**config.mk**
```make
export PLATFORM = sky130hd
export DESIGN_NAME = idelayctrl_reset_sequencer_flat
export DESIGN_NICKNAME = d
export VERILOG_FILES = /design/src/rtl/idelayctrl_reset_sequencer_pkg.sv /design/src/rtl/idelayctrl_reset_sequencer_if.sv /design/src/rtl/idelayctrl_reset_sequencer_sync.sv /design/src/rtl/idelayctrl_reset_sequencer.sv /design/src/flat_wrapper.sv
export SDC_FILE = /design/constraint.sdc
export NUM_CORES = 1
export LEC_CHECK = 0
export ABC_AREA = 1
export CORE_MARGIN = 1
export CORE_UTILIZATION = 30
export DETAILED_ROUTE_END_ITERATION = 10
export PLACE_DENSITY = 0.58
export SYNTH_ARGS = -nofsm -noshare
export SYNTH_HDL_FRONTEND = slang
export SYNTH_SLANG_ARGS = --single-unit
```
**constraint.sdc**
```tcl
create_clock -name clock -period 2.1 [get_ports clock]
set_clock_uncertainty 0.15 [all_clocks]
set_input_delay 0.21 -clock clock [delete_from_list [all_inputs] [get_ports clock]]
set_output_delay 0.21 -clock clock [all_outputs]
set_load 0.02 [all_outputs]
```
**src/rtl/idelayctrl_reset_sequencer_pkg.sv**
```systemverilog
// ----------------------------------------------------------------------------
// idelayctrl_pkg
// Shared types and helpers for the IDELAYCTRL reset sequencer.
//   seq_state_t   : sequencer FSM state (PULSE, WAIT_READY, LOCKED)
//   counter_width : width of the shared pulse/timeout counter
// ----------------------------------------------------------------------------
package idelayctrl_pkg;

    typedef enum logic [1:0] {
        PULSE      = 2'd0,
        WAIT_READY = 2'd1,
        LOCKED     = 2'd2
    } seq_state_t;

    // The same counter times the reset pulse and the ready timeout, so it
    // must be wide enough to hold the larger of the two terminal counts.
    function automatic int counter_width(input int reset_cycles, input int timeout_cycles);
        int largest;
        largest = (reset_cycles > timeout_cycles) ? reset_cycles : timeout_cycles;
        return $clog2(largest + 1);
    endfunction

endpackage

```
**src/rtl/idelayctrl_reset_sequencer_if.sv**
```systemverilog
// ----------------------------------------------------------------------------
// idelayctrl_reset_sequencer_if
// Bundles the sequencer's control, IDELAYCTRL and status signals.
//   recalibrate       : 1-cycle request to restart calibration
//   clear_errors      : clears timeout_error and retry_count
//   idelayctrl_reset  : to IDELAYCTRL RST (active high)
//   idelayctrl_ready  : from IDELAYCTRL RDY (asynchronous)
//   calibrated        : high while locked
//   calibration_lost  : 1-cycle pulse when ready drops while locked
//   timeout_pulse     : 1-cycle pulse when a wait for ready times out
//   timeout_error     : sticky timeout flag
//   retry_count       : saturating count of timeout/loss restarts
// Modports: master = the sequencer, slave = the surrounding logic.
// ----------------------------------------------------------------------------
interface idelayctrl_reset_sequencer_if #(
    parameter int RETRY_WIDTH = 8
);
    logic                   recalibrate;
    logic                   clear_errors;
    logic                   idelayctrl_reset;
    logic                   idelayctrl_ready;
    logic                   calibrated;
    logic                   calibration_lost;
    logic                   timeout_pulse;
    logic                   timeout_error;
    logic [RETRY_WIDTH-1:0] retry_count;

    modport master (
        input  recalibrate,
        input  clear_errors,
        input  idelayctrl_ready,
        output idelayctrl_reset,
        output calibrated,
        output calibration_lost,
        output timeout_pulse,
        output timeout_error,
        output retry_count
    );

    modport slave (
        output recalibrate,
        output clear_errors,
        output idelayctrl_ready,
        input  idelayctrl_reset,
        input  calibrated,
        input  calibration_lost,
        input  timeout_pulse,
        input  timeout_error,
        input  retry_count
    );

endinterface

```
**src/rtl/idelayctrl_reset_sequencer_sync.sv**
```systemverilog
// ----------------------------------------------------------------------------
// cdc_bit_synchronizer
// Multi-flop synchroniser bringing one asynchronous bit into the clock domain.
//   clock    : destination clock
//   reset_n  : asynchronous active-low reset, clears every stage
//   async_in : asynchronous input bit
//   sync_out : synchronised output, STAGES flops behind async_in
// ----------------------------------------------------------------------------
module cdc_bit_synchronizer #(
    parameter int STAGES = 2
) (
    input  logic clock,
    input  logic reset_n,
    input  logic async_in,
    output logic sync_out
);

    (* ASYNC_REG = "TRUE" *) logic [STAGES-1:0] sync_ff;

    // Shift the input through the chain; the first flop may go metastable,
    // the later ones give it time to settle before anyone uses the value.
    always_ff @(posedge clock or negedge reset_n) begin
        if (!reset_n) begin
            sync_ff <= '0;
        end else begin
            sync_ff <= {sync_ff[STAGES-2:0], async_in};
        end
    end

    assign sync_out = sync_ff[STAGES-1];

endmodule

```
**src/rtl/idelayctrl_reset_sequencer.sv**
```systemverilog
// ----------------------------------------------------------------------------
// idelayctrl_reset_sequencer
// Drives one IDELAYCTRL reset, waits for ready, and reports a clean
// calibrated level plus timeout/loss events.
//   clock    : system clock, rising edge
//   reset_n  : asynchronous active-low reset
//   bus      : idelayctrl_reset_sequencer_if.master (control, IDELAYCTRL,
//              status signals)
// ----------------------------------------------------------------------------
module idelayctrl_reset_sequencer
    import idelayctrl_pkg::*;
#(
    parameter int RESET_CYCLES   = 16,
    parameter int TIMEOUT_CYCLES = 4096,
    parameter int SYNC_STAGES    = 2,
    parameter int RETRY_WIDTH    = 8
) (
    input  logic                          clock,
    input  logic                          reset_n,
    idelayctrl_reset_sequencer_if.master  bus
);

    localparam int CW = counter_width(RESET_CYCLES, TIMEOUT_CYCLES);
    localparam logic [CW-1:0] RESET_LAST   = CW'(RESET_CYCLES - 1);
    localparam logic [CW-1:0] TIMEOUT_LAST = CW'(TIMEOUT_CYCLES - 1);

    // A stale ready must drain from the synchroniser before WAIT_READY looks.
    if (RESET_CYCLES < SYNC_STAGES + 2) begin : g_bad_reset_cycles
        $error("RESET_CYCLES must be >= SYNC_STAGES+2");
    end
    if (TIMEOUT_CYCLES < 1) begin : g_bad_timeout_cycles
        $error("TIMEOUT_CYCLES must be >= 1");
    end
    if (SYNC_STAGES < 2) begin : g_bad_sync_stages
        $error("SYNC_STAGES must be >= 2");
    end

    seq_state_t             state;
    logic [CW-1:0]          count;
    logic                   ready_sync;
    logic                   reset_q;
    logic                   calibrated_q;
    logic                   lost_q;
    logic                   timeout_q;
    logic                   error_q;
    logic [RETRY_WIDTH-1:0] retry_q;

    cdc_bit_synchronizer #(
        .STAGES   (SYNC_STAGES)
    ) u_ready_sync (
        .clock    (clock),
        .reset_n  (reset_n),
        .async_in (bus.idelayctrl_ready),
        .sync_out (ready_sync)
    );

    // A restart caused by timeout or loss bumps the count; if clear_errors
    // lands in the same cycle the event still counts, leaving exactly one.
    function automatic logic [RETRY_WIDTH-1:0] bump_retry(
        input logic [RETRY_WIDTH-1:0] current,
        input logic                   clear
    );
        if (clear) begin
            return RETRY_WIDTH'(1);
        end
        if (&current) begin
            return current;
        end
        return current + 1'b1;
    endfunction

    // Sequencer FSM with its shared counter and all registered outputs.
    // clear_errors is applied first so a simultaneous timeout or loss,
    // assigned later in the block, overrides it. recalibrate outranks every
    // state transition and silently restarts the pulse without counting.
    always_ff @(posedge clock or negedge reset_n) begin
        if (!reset_n) begin
            state        <= PULSE;
            count        <= '0;
            reset_q      <= 1'b1;
            calibrated_q <= 1'b0;
            lost_q       <= 1'b0;
            timeout_q    <= 1'b0;
            error_q      <= 1'b0;
            retry_q      <= '0;
        end else begin
            lost_q    <= 1'b0;
            timeout_q <= 1'b0;

            if (bus.clear_errors) begin
                error_q <= 1'b0;
                retry_q <= '0;
            end

            if (bus.recalibrate) begin
                state        <= PULSE;
                count        <= '0;
                reset_q      <= 1'b1;
                calibrated_q <= 1'b0;
            end else begin
                case (state)
                    PULSE: begin
                        if (count == RESET_LAST) begin
                            state   <= WAIT_READY;
                            count   <= '0;
                            reset_q <= 1'b0;
                        end else begin
                            count <= count + 1'b1;
                        end
                    end
                    WAIT_READY: begin
                        if (ready_sync) begin
                            state        <= LOCKED;
                            count        <= '0;
                            calibrated_q <= 1'b1;
                        end else if (count == TIMEOUT_LAST) begin
                            state     <= PULSE;
                            count     <= '0;
                            reset_q   <= 1'b1;
                            timeout_q <= 1'b1;
                            error_q   <= 1'b1;
                            retry_q   <= bump_retry(retry_q, bus.clear_errors);
                        end else begin
                            count <= count + 1'b1;
                        end
                    end
                    LOCKED: begin
                        if (!ready_sync) begin
                            state        <= PULSE;
                            count        <= '0;
                            reset_q      <= 1'b1;
                            calibrated_q <= 1'b0;
                            lost_q       <= 1'b1;
                            retry_q      <= bump_retry(retry_q, bus.clear_errors);
                        end
                    end
                    default: begin
                        state        <= PULSE;
                        count        <= '0;
                        reset_q      <= 1'b1;
                        calibrated_q <= 1'b0;
                    end
                endcase
            end
        end
    end

    assign bus.idelayctrl_reset = reset_q;
    assign bus.calibrated       = calibrated_q;
    assign bus.calibration_lost = lost_q;
    assign bus.timeout_pulse    = timeout_q;
    assign bus.timeout_error    = error_q;
    assign bus.retry_count      = retry_q;

endmodule

```
**src/flat_wrapper.sv**
```systemverilog
// flat-port wrapper written by rule: the top's interface ports become plain ports
module idelayctrl_reset_sequencer_flat import idelayctrl_pkg::*;
#(
    parameter int RESET_CYCLES   = 16,
    parameter int TIMEOUT_CYCLES = 4096,
    parameter int SYNC_STAGES    = 2,
    parameter int RETRY_WIDTH    = 8
)
  (clock, reset_n, bus_recalibrate, bus_clear_errors, bus_idelayctrl_ready, bus_idelayctrl_reset, bus_calibrated, bus_calibration_lost, bus_timeout_pulse, bus_timeout_error, bus_retry_count);
  idelayctrl_reset_sequencer_if #(.RETRY_WIDTH(RETRY_WIDTH)) bus_i ();
  input  logic clock;
  input  logic reset_n;
  input wire logic [$bits(bus_i.recalibrate)-1:0] bus_recalibrate;
  input wire logic [$bits(bus_i.clear_errors)-1:0] bus_clear_errors;
  input wire logic [$bits(bus_i.idelayctrl_ready)-1:0] bus_idelayctrl_ready;
  output wire logic [$bits(bus_i.idelayctrl_reset)-1:0] bus_idelayctrl_reset;
  output wire logic [$bits(bus_i.calibrated)-1:0] bus_calibrated;
  output wire logic [$bits(bus_i.calibration_lost)-1:0] bus_calibration_lost;
  output wire logic [$bits(bus_i.timeout_pulse)-1:0] bus_timeout_pulse;
  output wire logic [$bits(bus_i.timeout_error)-1:0] bus_timeout_error;
  output wire logic [$bits(bus_i.retry_count)-1:0] bus_retry_count;
  assign bus_i.recalibrate = bus_recalibrate;
  assign bus_i.clear_errors = bus_clear_errors;
  assign bus_i.idelayctrl_ready = bus_idelayctrl_ready;
  assign bus_idelayctrl_reset = bus_i.idelayctrl_reset;
  assign bus_calibrated = bus_i.calibrated;
  assign bus_calibration_lost = bus_i.calibration_lost;
  assign bus_timeout_pulse = bus_i.timeout_pulse;
  assign bus_timeout_error = bus_i.timeout_error;
  assign bus_retry_count = bus_i.retry_count;
  idelayctrl_reset_sequencer #(.RESET_CYCLES(RESET_CYCLES), .TIMEOUT_CYCLES(TIMEOUT_CYCLES), .SYNC_STAGES(SYNC_STAGES), .RETRY_WIDTH(RETRY_WIDTH)) u_core (.clock(clock), .reset_n(reset_n), .bus(bus_i));
endmodule
```
Yosys cells after proc, flatten, opt, wreduce, memory -nomap -nowiden
Index checks and enable logic that the tools add are counted.
- input port bits: 5
- register bits after elaboration: 30
- output and inout bits: 13
- word-level logic and storage cells: 91
- equal/unequal tests: 11
- mux-type cells: 64
- add/subtract/negate cells: 2
- reductions and logical operators: 5
- operators with widths (cell ; number):
    $mux W8 ; 11
    $mux W13 ; 5
    $pmux W13 S3 ; 1
    $mux W1 ; 38
    $pmux W8 S2 ; 1
    $add A13 B1 Y13 const B ; 1
    $eq A13 B12 Y1 const B ; 1
    $eq A13 B4 Y1 const B ; 1
    $mux W2 ; 5
    $ne A3 B3 Y1 const B ; 3
    $add A8 B1 Y8 const B ; 1
    $reduce_and A8 Y1 ; 1
    $ne A3 B2 Y1 const B ; 2
    $pmux W1 S3 ; 2
    $pmux W2 S3 ; 1
    $reduce_and A3 Y1 ; 2
    $ne A4 B3 Y1 const B ; 1
    $reduce_and A4 Y1 ; 1
    $eq A2 B1 Y1 const B ; 1
    $eq A2 B2 Y1 const B ; 1
    $logic_not A2 Y1 ; 1
    $ne A2 B2 Y1 const B ; 1

Longest topological paths before layout
- depth in word-level cells: 16
- gate-level depth with buffers: 12
- gate-level depth less buffers: 12

By module
A second synthesis with hierarchy kept.
- cells, all modules: 293
- area total of the unflattened synthesis: 2050.7 um^2
- modules (own cells, without submodules) (module ; seq. area each (um^2) ; instances ; cells each ; area an instance (um^2)):
    idelayctrl_reset_sequencer ; 701.9 ; 1 ; 291 ; 2000.7
    cdc_bit_synchronizer ; 50.0 ; 1 ; 2 ; 50.0

Worst setup path before layout
No wires, ideal clock.
- path kind: register to register
- start point: register u_core.retry_q[1] (netlist: u_core.bus.retry_count[1])
- end point: register u_core.retry_q[3] (netlist: u_core.bus.retry_count[3])
- data required time: 1866 ps
- path buffers: 0
- data arrival time: 1584 ps
- library setup time: 84 ps
- slack: 282 ps
- clock period less this slack: 1818 ps
- cell stages (with the launch flop): 12
- path through: dfrtp_1 ha_1 nand2_1 nor2_1 nand2_1 nand3_1 nand2_1 nand2_1 nand2_1 nand2_1 nand2_1 a21boi_0
- cells in the longest elaborated chain, start to end: 13
- elaborated cells on any way between the ends: 22
- those cells by class: add/sub: 1; mux: 20; reduce/logical: 1
- ends and longest elaborated chain (what ; RTL line ; RTL):
    start: declaration ; idelayctrl_reset_sequencer.sv:46 ; logic [RETRY_WIDTH-1:0] retry_q;
    start signal: assignment ; idelayctrl_reset_sequencer.sv:122 ; retry_q <= bump_retry(retry_q, bus.clear_errors);
    start signal: assignment ; idelayctrl_reset_sequencer.sv:134 ; retry_q <= bump_retry(retry_q, bus.clear_errors);
    $reduce_and A8 Y1 ; idelayctrl_reset_sequencer.sv:66 ; if (&current) begin
    $mux W1 (2 in a row) ; idelayctrl_reset_sequencer.sv:66 ;
    $mux W1 ; idelayctrl_reset_sequencer.sv:116 ; end else if (count == TIMEOUT_LAST) begin
    $mux W1 ; idelayctrl_reset_sequencer.sv:112 ; if (ready_sync) begin
    $mux W1 ; idelayctrl_reset_sequencer.sv:101 ; case (state)
    $mux W1 ; idelayctrl_reset_sequencer.sv:95 ; if (bus.recalibrate) begin
    $mux W8 ; idelayctrl_reset_sequencer.sv:69 ; return current + 1'b1;
    $mux W8 ; idelayctrl_reset_sequencer.sv:66 ;
    $mux W8 ; idelayctrl_reset_sequencer.sv:116 ;
    $mux W8 ; idelayctrl_reset_sequencer.sv:112 ;
    $pmux W8 S2 (*) ; idelayctrl_reset_sequencer.sv:101 ;
    $mux W8 (*) ; idelayctrl_reset_sequencer.sv:95 ;
Mark *: on every way between the ends. The rest lies on a longest branch, timed or not. The select of a mux whose other input is x is not followed.
A chain may end at the register's enable or synchronous reset.

Worst setup path after layout
- start point: register u_core.count[0]
- end point: register u_core.count[2]
- cells in the longest elaborated chain, start to end: 5
- elaborated cells on any way between the ends: 8
- those cells by class: add/sub: 1; eq/ne: 2; mux: 5
- ends and longest elaborated chain (what ; RTL line ; RTL):
    start: declaration ; idelayctrl_reset_sequencer.sv:39 ; logic [CW-1:0] count;
    start signal: assignment ; idelayctrl_reset_sequencer.sv:108 ; count <= count + 1'b1;
    start signal: assignment ; idelayctrl_reset_sequencer.sv:124 ; count <= count + 1'b1;
    $add A13 B1 Y13 or $eq A13 B12 Y1 (tied branches) ; idelayctrl_reset_sequencer.sv:108, idelayctrl_reset_sequencer.sv:124, idelayctrl_reset_sequencer.sv:116 ;
    $mux W13 ; idelayctrl_reset_sequencer.sv:116 ;
    $mux W13 ; idelayctrl_reset_sequencer.sv:112 ;
    $pmux W13 S3 (*) ; idelayctrl_reset_sequencer.sv:101 ;
    $mux W13 (*) ; idelayctrl_reset_sequencer.sv:95 ;
Mark *: on every way between the ends. The rest lies on a longest branch, timed or not.

==> summary by stage <==
Global route
After global routing the overflow that remains totals 0. The overall routing resource usage is 0.169. The number of global-route vias before repair is ~2.1k. The initial antenna violation count was 0. The first global-routing pass estimated about 9.8 mm of wire. The largest net degree at the start of global routing is 31.

Place
The detailed placement HPWL is roughly 4.1 mm. In this run the tool buffered the top-level ports with 17 buffer cells. The final weighted congestion in routability-driven placement is a little over 0.9.

Die
Row generation in the floorplan step produced 30 rows. The floorplan step set the die width to ~86 um. The core area is about 6800 um^2. The die covers about 7400 um^2. The starting density of the core is 0.312. In this run the vertical extent of the chip is roughly 86 um. 18 I/O pins were placed.

Yosys
The gate count after technology mapping is roughly 310. Of the post-synthesis cell area, the dominant cell type holds 0.341. Summed over all instances, the cell type with the most area after synthesis is sky130_fd_sc_hd__dfrtp_1. The net count after synthesis is approximately 330.

After synthesis the netlist holds a flip-flop and latch count of 30. The post-synthesis instance area is ~2100 um^2. The post-synthesis async set-or-reset flop share is 1.00.

For this run, the number of Yosys warnings is 0. The distinct cell type count of the synthesized netlist is 36. For this run, the leading register cell type out of synthesis is sky130_fd_sc_hd__dfrtp_1. Each instance of the synthesized netlist takes up on average slightly below 7 um^2.

The number of enable-type register cells in the synthesized netlist is 0. For this run, the register share of the synthesized area comes to 0.353. Yosys attributes the largest share of cell area to sky130_fd_sc_hd__dfrtp_1 (34%), sky130_fd_sc_hd__nand2_1 (16%), sky130_fd_sc_hd__inv_1 (7.4%).

Cells and area
The area growth from synthesis to final layout is 21.0%. In the layout the commonest cells are sky130_fd_sc_hd__nand2_1 (89), sky130_fd_sc_hd__inv_1 (42), sky130_fd_sc_hd__nor2_1 (40). The final layout contains 355 nets. The number of antenna diodes in the final layout is 0. Once layout is complete, the utilization of the core stands at 0.377.

After filler insertion, the fill cell instance count of the layout stands at between 700 and 800. The share of final-layout standard cells stronger than drive strength 1 is 0.0986. The most common library cell in the layout ignoring fill and taps is sky130_fd_sc_hd__nand2_1.

Route
The total number of vias is between 2k and 2.5k. The post-route antenna net violation count is 0. The starting DRC count in detailed routing is between 100 and 150. The via-per-instance ratio is roughly 4.7.

After detailed routing, the number of remaining DRC violations is 0. The overall routed net length is between 5 and 6 mm. For this run, the detailed router's first-pass iteration total came to 4. The detailed-route wire length per cell is roughly 13 um.

Clock tree
The H-tree was split into 2 levels. The buffer count from post-CTS setup fixing is 0. The number of clock sinks is 30. The number of gates given a new drive strength after cts is 0. After clock tree synthesis, the flow added hold-fix buffers numbering 0. Clock latency on the worst-skew pair, taken at its later pin, is ~0.28 ns. TritonCTS built the clock tree.

The clock passes through at most 2 buffers. Counting the buffers created by CTS gives 5. The master cell of the clock root buffer is sky130_fd_sc_hd__clkbuf_8. After clock tree synthesis, the clock-pin slew on the worst setup and hold paths is approximately 0.07 ns.

Pwr
The worst IR drop on VDD is 0.398 mV. In this run the static leakage power is ~1.2 nW. For this design the ratio of total power to cell area is around 930 nW/um^2.

Worst setup path
The worst-case register-to-register setup slack is roughly 0.15 ns. For this design, the slowest cell found on the critical path is sky130_fd_sc_hd__dfrtp_1. The critical path goes through ha_1 > inv_1 > nor3_4 > nand4_4 > nand2_1 > nand2_2 > nor2_2 > nor3_1.

Data on the critical path is required at its endpoint by 2.11 ns. The endpoint kind of the worst setup timing path is a register. The data arrival time of the critical path is 1.96 ns. The classification of the worst setup path is register to register. The kind of start point of the critical path is a register. The critical-path maximum fanout is 5. The highest cell delay on the worst timing path is approximately 0.38 ns.

STA
Setup repair after global routing left no endpoint under its margin. The count of pins over their slew limit is 0. The number of hold-slack violations in the final timing report is 0. Summed over all failing endpoints, the final setup total negative slack is 0 ns. Setup violations remaining at the end of the flow were counted as 0. The time the worst path needs with I/O delays and setup is around 2 ns. The max-slew headroom at the worst pin is 0.734. The highest attainable clock frequency is 512 MHz. The final clock period utilization by the worst path is 0.929.

For the pin with the worst max-slew slack, the measured transition is between 0.3 and 0.4 ns.

Min path
The path class of the tightest hold or removal check is input pin to async pin.

Job
Across the run, the number of max-cap violations was 0.

Status
The run finished with clean final reports.
## critical path, delay by kind of cell (launching register included)
kind          cells  cell delay (ns)
buf+inv           1             0.10
simple gates      6             0.95
fa+ha+maj         1             0.23
flops             1             0.38
## final timing paths
path                                                 from                              to  cells past startpoint
setup reg to reg                          u_core.count[0]                 u_core.count[2]                      8
setup / recovery                          u_core.count[0]                 u_core.count[2]                      8
max in group asynchronous                         reset_n     u_core.bus.idelayctrl_reset                      2
min in group clock         u_core.u_ready_sync.sync_ff[0]  u_core.u_ready_sync.sync_ff[1]                      0
hold reg to reg            u_core.u_ready_sync.sync_ff[0]  u_core.u_ready_sync.sync_ff[1]                      0
hold / removal                                    reset_n       u_core.bus.retry_count[7]                      2
## cells in the mapped netlist (2+ instances only)
cell type,number
sky130_fd_sc_hd__a21boi_0,3
sky130_fd_sc_hd__o21ai_0,17
sky130_fd_sc_hd__buf_2,2
sky130_fd_sc_hd__clkbuf_1,2
sky130_fd_sc_hd__nand2_1,89
sky130_fd_sc_hd__nor2_1,41
sky130_fd_sc_hd__inv_1,42
sky130_fd_sc_hd__ha_1,6
sky130_fd_sc_hd__nor2_4,2
sky130_fd_sc_hd__nor3_1,11
sky130_fd_sc_hd__a21boi_1,3
sky130_fd_sc_hd__nand4_1,5
sky130_fd_sc_hd__nand3_1,25
sky130_fd_sc_hd__a21oi_1,12
sky130_fd_sc_hd__dfrtp_1,29
sky130_fd_sc_hd__nor3_4,2
sky130_fd_sc_hd__xor2_1,3
sky130_fd_sc_hd__nand2_2,2
## layer usage
metal	GRT usage	vias to the layer above	part of all wire	wire length, um
met5	0	-	0	0
met4	0.0576	0	0.018	103
met3	0.0343	8	0.038	214
met2	0.276	46	0.46	2580
met1	0.223	949	0.48	2670
li1	-	1065	-	-
## registers in the layout, summed over array words and instances (netlist names)
signal	flops
u_core.state	2
u_core.bus.idelayctrl_reset	1
u_core.bus.retry_count	8
u_core.bus.timeout_pulse	1
u_core.count	13
u_core.u_ready_sync.sync_ff	2
u_core.bus.timeout_error	1
u_core.bus.calibration_lost	1
u_core.bus.calibrated	1
## kinds of logic (layout without fill, tap and decap cells)
kind of cell               Yosys count  in the layout  synth area share
adders and majority gates            6              6            0.0353
muxes                                1              1           0.00470
buffers and inverters               49             79            0.0911
and+or+nand+nor                    184            185             0.393
AOI/OAI and AO/OA                   40             40             0.106
DFF                                 30             30             0.353
xor gates and xnor gates             4              4            0.0165
## final cells by class
class / instances / area (um^2) / share of cell area
Multi-Input combinational cell: 236 / 1200 / 0.465
Sequential cell: 30 / 752 / 0.292
Timing Repair Buffer: 28 / 253 / 0.0982
Inverter: 43 / 161 / 0.0627
Tap cell: 96 / 120 / 0.0466
Clock buffer: 7 / 86.3 / 0.0335
Clock inverter: 1 / 5.00 / 0.00194
## stage by stage
stage / power (mW) / area (um^2) / hold slack (ns) / cells / setup slack (ns)
finish: 2.40 / 2570 / 0.174 / 441 / 0.148
global route: 2.61 / 2570 / 0.212 / 441 / 0.0171
CTS: 2.41 / 2560 / 0.196 / 440 / 0.160
detailed placement: 1.90 / 2470 / 0.190 / 432 / 0.151
global placement: 1.90 / 2470 / 0.187 / 432 / 0.145
floorplan: 1.52 / 2130 / -0.236 / 314 / 0.282
## report_power, final
| group | internal [mW] | leakage [nW] | total, mW | switching [mW] |
|---|---|---|---|---|
| sequential | 0.701 | 0.402 | 0.816 | 0.116 |
| clock | 0.264 | 0.0482 | 0.490 | 0.226 |
| combinational | 0.441 | 0.710 | 1.10 | 0.655 |
| total | 1.41 | 1.16 | 2.40 | 0.996 |
Power figures use the tool's default switching activity.
==> patch, RTL diff (same settings) <==
`RETRY_WIDTH` is set to 8 in 3 places; all go to 7.
--- a/src/rtl/idelayctrl_reset_sequencer_if.sv
+++ b/src/rtl/idelayctrl_reset_sequencer_if.sv
@@ -13,7 +13,7 @@
 // Modports: master = the sequencer, slave = the surrounding logic.
 // ----------------------------------------------------------------------------
 interface idelayctrl_reset_sequencer_if #(
-    parameter int RETRY_WIDTH = 8
+    parameter int RETRY_WIDTH = 7
 );
     logic                   recalibrate;
     logic                   clear_errors;
--- a/src/rtl/idelayctrl_reset_sequencer.sv
+++ b/src/rtl/idelayctrl_reset_sequencer.sv
@@ -13,7 +13,7 @@
     parameter int RESET_CYCLES   = 16,
     parameter int TIMEOUT_CYCLES = 4096,
     parameter int SYNC_STAGES    = 2,
-    parameter int RETRY_WIDTH    = 8
+    parameter int RETRY_WIDTH    = 7
 ) (
     input  logic                          clock,
     input  logic                          reset_n,
--- a/src/flat_wrapper.sv
+++ b/src/flat_wrapper.sv
@@ -4,7 +4,7 @@
     parameter int RESET_CYCLES   = 16,
     parameter int TIMEOUT_CYCLES = 4096,
     parameter int SYNC_STAGES    = 2,
-    parameter int RETRY_WIDTH    = 8
+    parameter int RETRY_WIDTH    = 7
 )
   (clock, reset_n, bus_recalibrate, bus_clear_errors, bus_idelayctrl_ready, bus_idelayctrl_reset, bus_calibrated, bus_calibration_lost, bus_timeout_pulse, bus_timeout_error, bus_retry_count);
   idelayctrl_reset_sequencer_if #(.RETRY_WIDTH(RETRY_WIDTH)) bus_i ();
Ports: changed (resized bus_retry_count); port bits go from 18 to 17. No check against the original RTL was run, so the function may have changed too.
==> patch against the unedited design <==
- maximum frequency increased by 6.0%
- first-iteration DRC count decreased by 24%
- setup slack improved by 0.11 ns
- via count decreased by 24%
- total power decreased by 21%
- design area decreased by 9.6%
- sequential share of layout area increased by 2.0 points
- sequential cell count decreased by 1
- count of clock-buffer cells in the layout increased by 1
- area after synthesis decreased by 6.9%
- die area decreased by 6.8%
- synthesized cell count decreased by 25%
- routed wire length decreased by 28%
- critical path type unchanged
==> patch: results (changes against the unedited design) <==
drtPass1Iterations: 4  # unchanged
p_leak_nw: 0.998  # -14%
arrival_ns: 1.85  # -0.11 ns
first_global_vias: 1537  # -26%
ys_seq_area_share_pct: 36.7  # +1.4 points
grt.total_usage_pct: 12.8  # -4.1 points
wl_met3_um: 111  # -48%
first_iter_violations: 81  # -24%
dp_hpwl_um: 3060  # -26%
antenna-diode-count: 0  # unchanged
synth_cells: 235  # -25%
htree_num_levels: 2  # unchanged
route.vias.total: 1576  # -24%
critical_path.max_fanout: 12  # +7
syn-num-nets: 246  # -24%
hp-class: "in -> async"
yosys_most_used_dff: "dfrtp_1"
grt_max_degree: 22  # -29%
post_dp_cell_area_mm2: 0.00225  # -8.9%
num-nets-final: 270  # -24%
synthTopCellsByArea: "dfrtp_1, nand2_1, inv_1"
post_drt_wl_per_cell_um: 11.9  # -5.6%
peakVddDrop_mv: 0.384  # -3.4%
drive_gt1_share_pct: 19.2  # +9.4 points
clkTransAtPathRegs_ns: 0.06
yosys_warnings: 0  # unchanged
synthTopCellsByCount: "nand2_1, inv_1, dfrtp_1, nor2_1, nand3_1"
antenna_found_initial: 0  # unchanged
clk_latency_ns: 0.28  # about the same
grt_first_pass_wirelength_um: 7260  # -26%
status: "complete, no violations"
gp_congestion: 0.805  # -14%
wl_met1_um: 1940  # -27%
fin_cells: 337  # -24%
dpl.cell_count: 329  # -24%
pre_cts_slack_ns: 0.152  # +0.00152 ns
place.port_buffers: 16  # -1
ctsResizeCount: 0  # unchanged
largest_register_ffs: 13  # unchanged
top_layer: "met4"
slew_headroom_pct: 67.6  # -5.8 points
fin_setup_tns_ns: 0  # unchanged
cts_setup_buffers: 0  # unchanged
cts_buffers: 5  # unchanged
met2WireLength_um: 1930  # -25%
clk_path_buf_depth: 2  # unchanged
regMostFlops: "u_core.count"
cp-startpoint: "u_core.count[0]$_DFFE_PN0N_"
async_reset_ff_share_pct: 100  # unchanged
start_util_pct: 31.2  # +0.038 points
synth_cell_types: 40  # +11%
-- patch: changes by cell type in the layout (fill, tap and decap cells not counted), sizes merged, moves of 6 or more --
cell / before / now
nand3: 26 / 17
nand2: 91 / 60
buf: 11 / 4
xor2: 3 / 9
nor3: 14 / 5
o22ai: 1 / 7
nor2: 45 / 25
inv: 43 / 33
-- patch: worst paths after layout --
check | to | slack, ns | depth (start not counted)
min in group clock | u_core.u_ready_sync.sync_ff[1]$_DFF_PN0_ | 0.20 | 0
worst max register to register | u_core.count[2]$_DFFE_PN0N_ | 0.26 | 8
worst max-delay path | u_core.count[2]$_DFFE_PN0N_ | 0.26 | 8
max in group asynchronous | u_core.bus.idelayctrl_reset$_DFFE_PN1P_ | 1.13 | 2
worst min-delay path | u_core.count[3]$_DFFE_PN0N_ | 0.11 | 1
worst min register to register | u_core.u_ready_sync.sync_ff[1]$_DFF_PN0_ | 0.20 | 0
-- patch: metal layers --
layer | up-vias | global-route usage (%)
met1 | 740 | 17.6
met5 | - | 0
li1 | 810 | -
met2 | 22 | 20.4
met3 | 4 | 2.39
met4 | 0 | 3.76
-- patch: cell families after synthesis --
| family | Yosys count | share of synthesized area [%] |
|---|---|---|
| adders and majority gates | 6 | 3.79 |
| muxes | 1 | 1.14 |
| DFF | 29 | 36.7 |
| buffers and inverters | 36 | 8.21 |
| and+or+nand+nor | 112 | 29.8 |
| xor gates and xnor gates | 12 | 5.31 |
| AOI/OAI and AO/OA | 39 | 15.1 |
-- patch: stage by stage --
stage               utilization (%)  hold slack (ns)
floorplan                         -           -0.236
global placement               35.4            0.194
detailed placement             35.4            0.193
CTS                            36.7            0.117
global route                   36.7            0.146
finish                         36.7            0.112
-- patch: power breakdown --
group / switching [mW] / leakage [nW] / internal [mW]
registers: 0.0487 / 0.393 / 0.628
logic: 0.490 / 0.565 / 0.290
clock network: 0.208 / 0.0395 / 0.235
-- patch: layout make-up --
class	count	area [µm²]
Clock buffer	8	80.1
Fill cell	648	4020
Inverter	33	131
Multi-Input combinational cell	170	1090
Sequential cell	29	727
Tap cell	77	96.3
Timing Repair Buffer	20	203
-- patch: critical path: stages (launching register included) --
cell     delay [ns]
dfrtp_1        0.42
ha_1           0.25
nand3_4        0.12
nor2_4         0.20
nand2_2        0.10
nand2_4        0.12
o21ai_4        0.07
nand2_4        0.19
o21ai_0        0.10
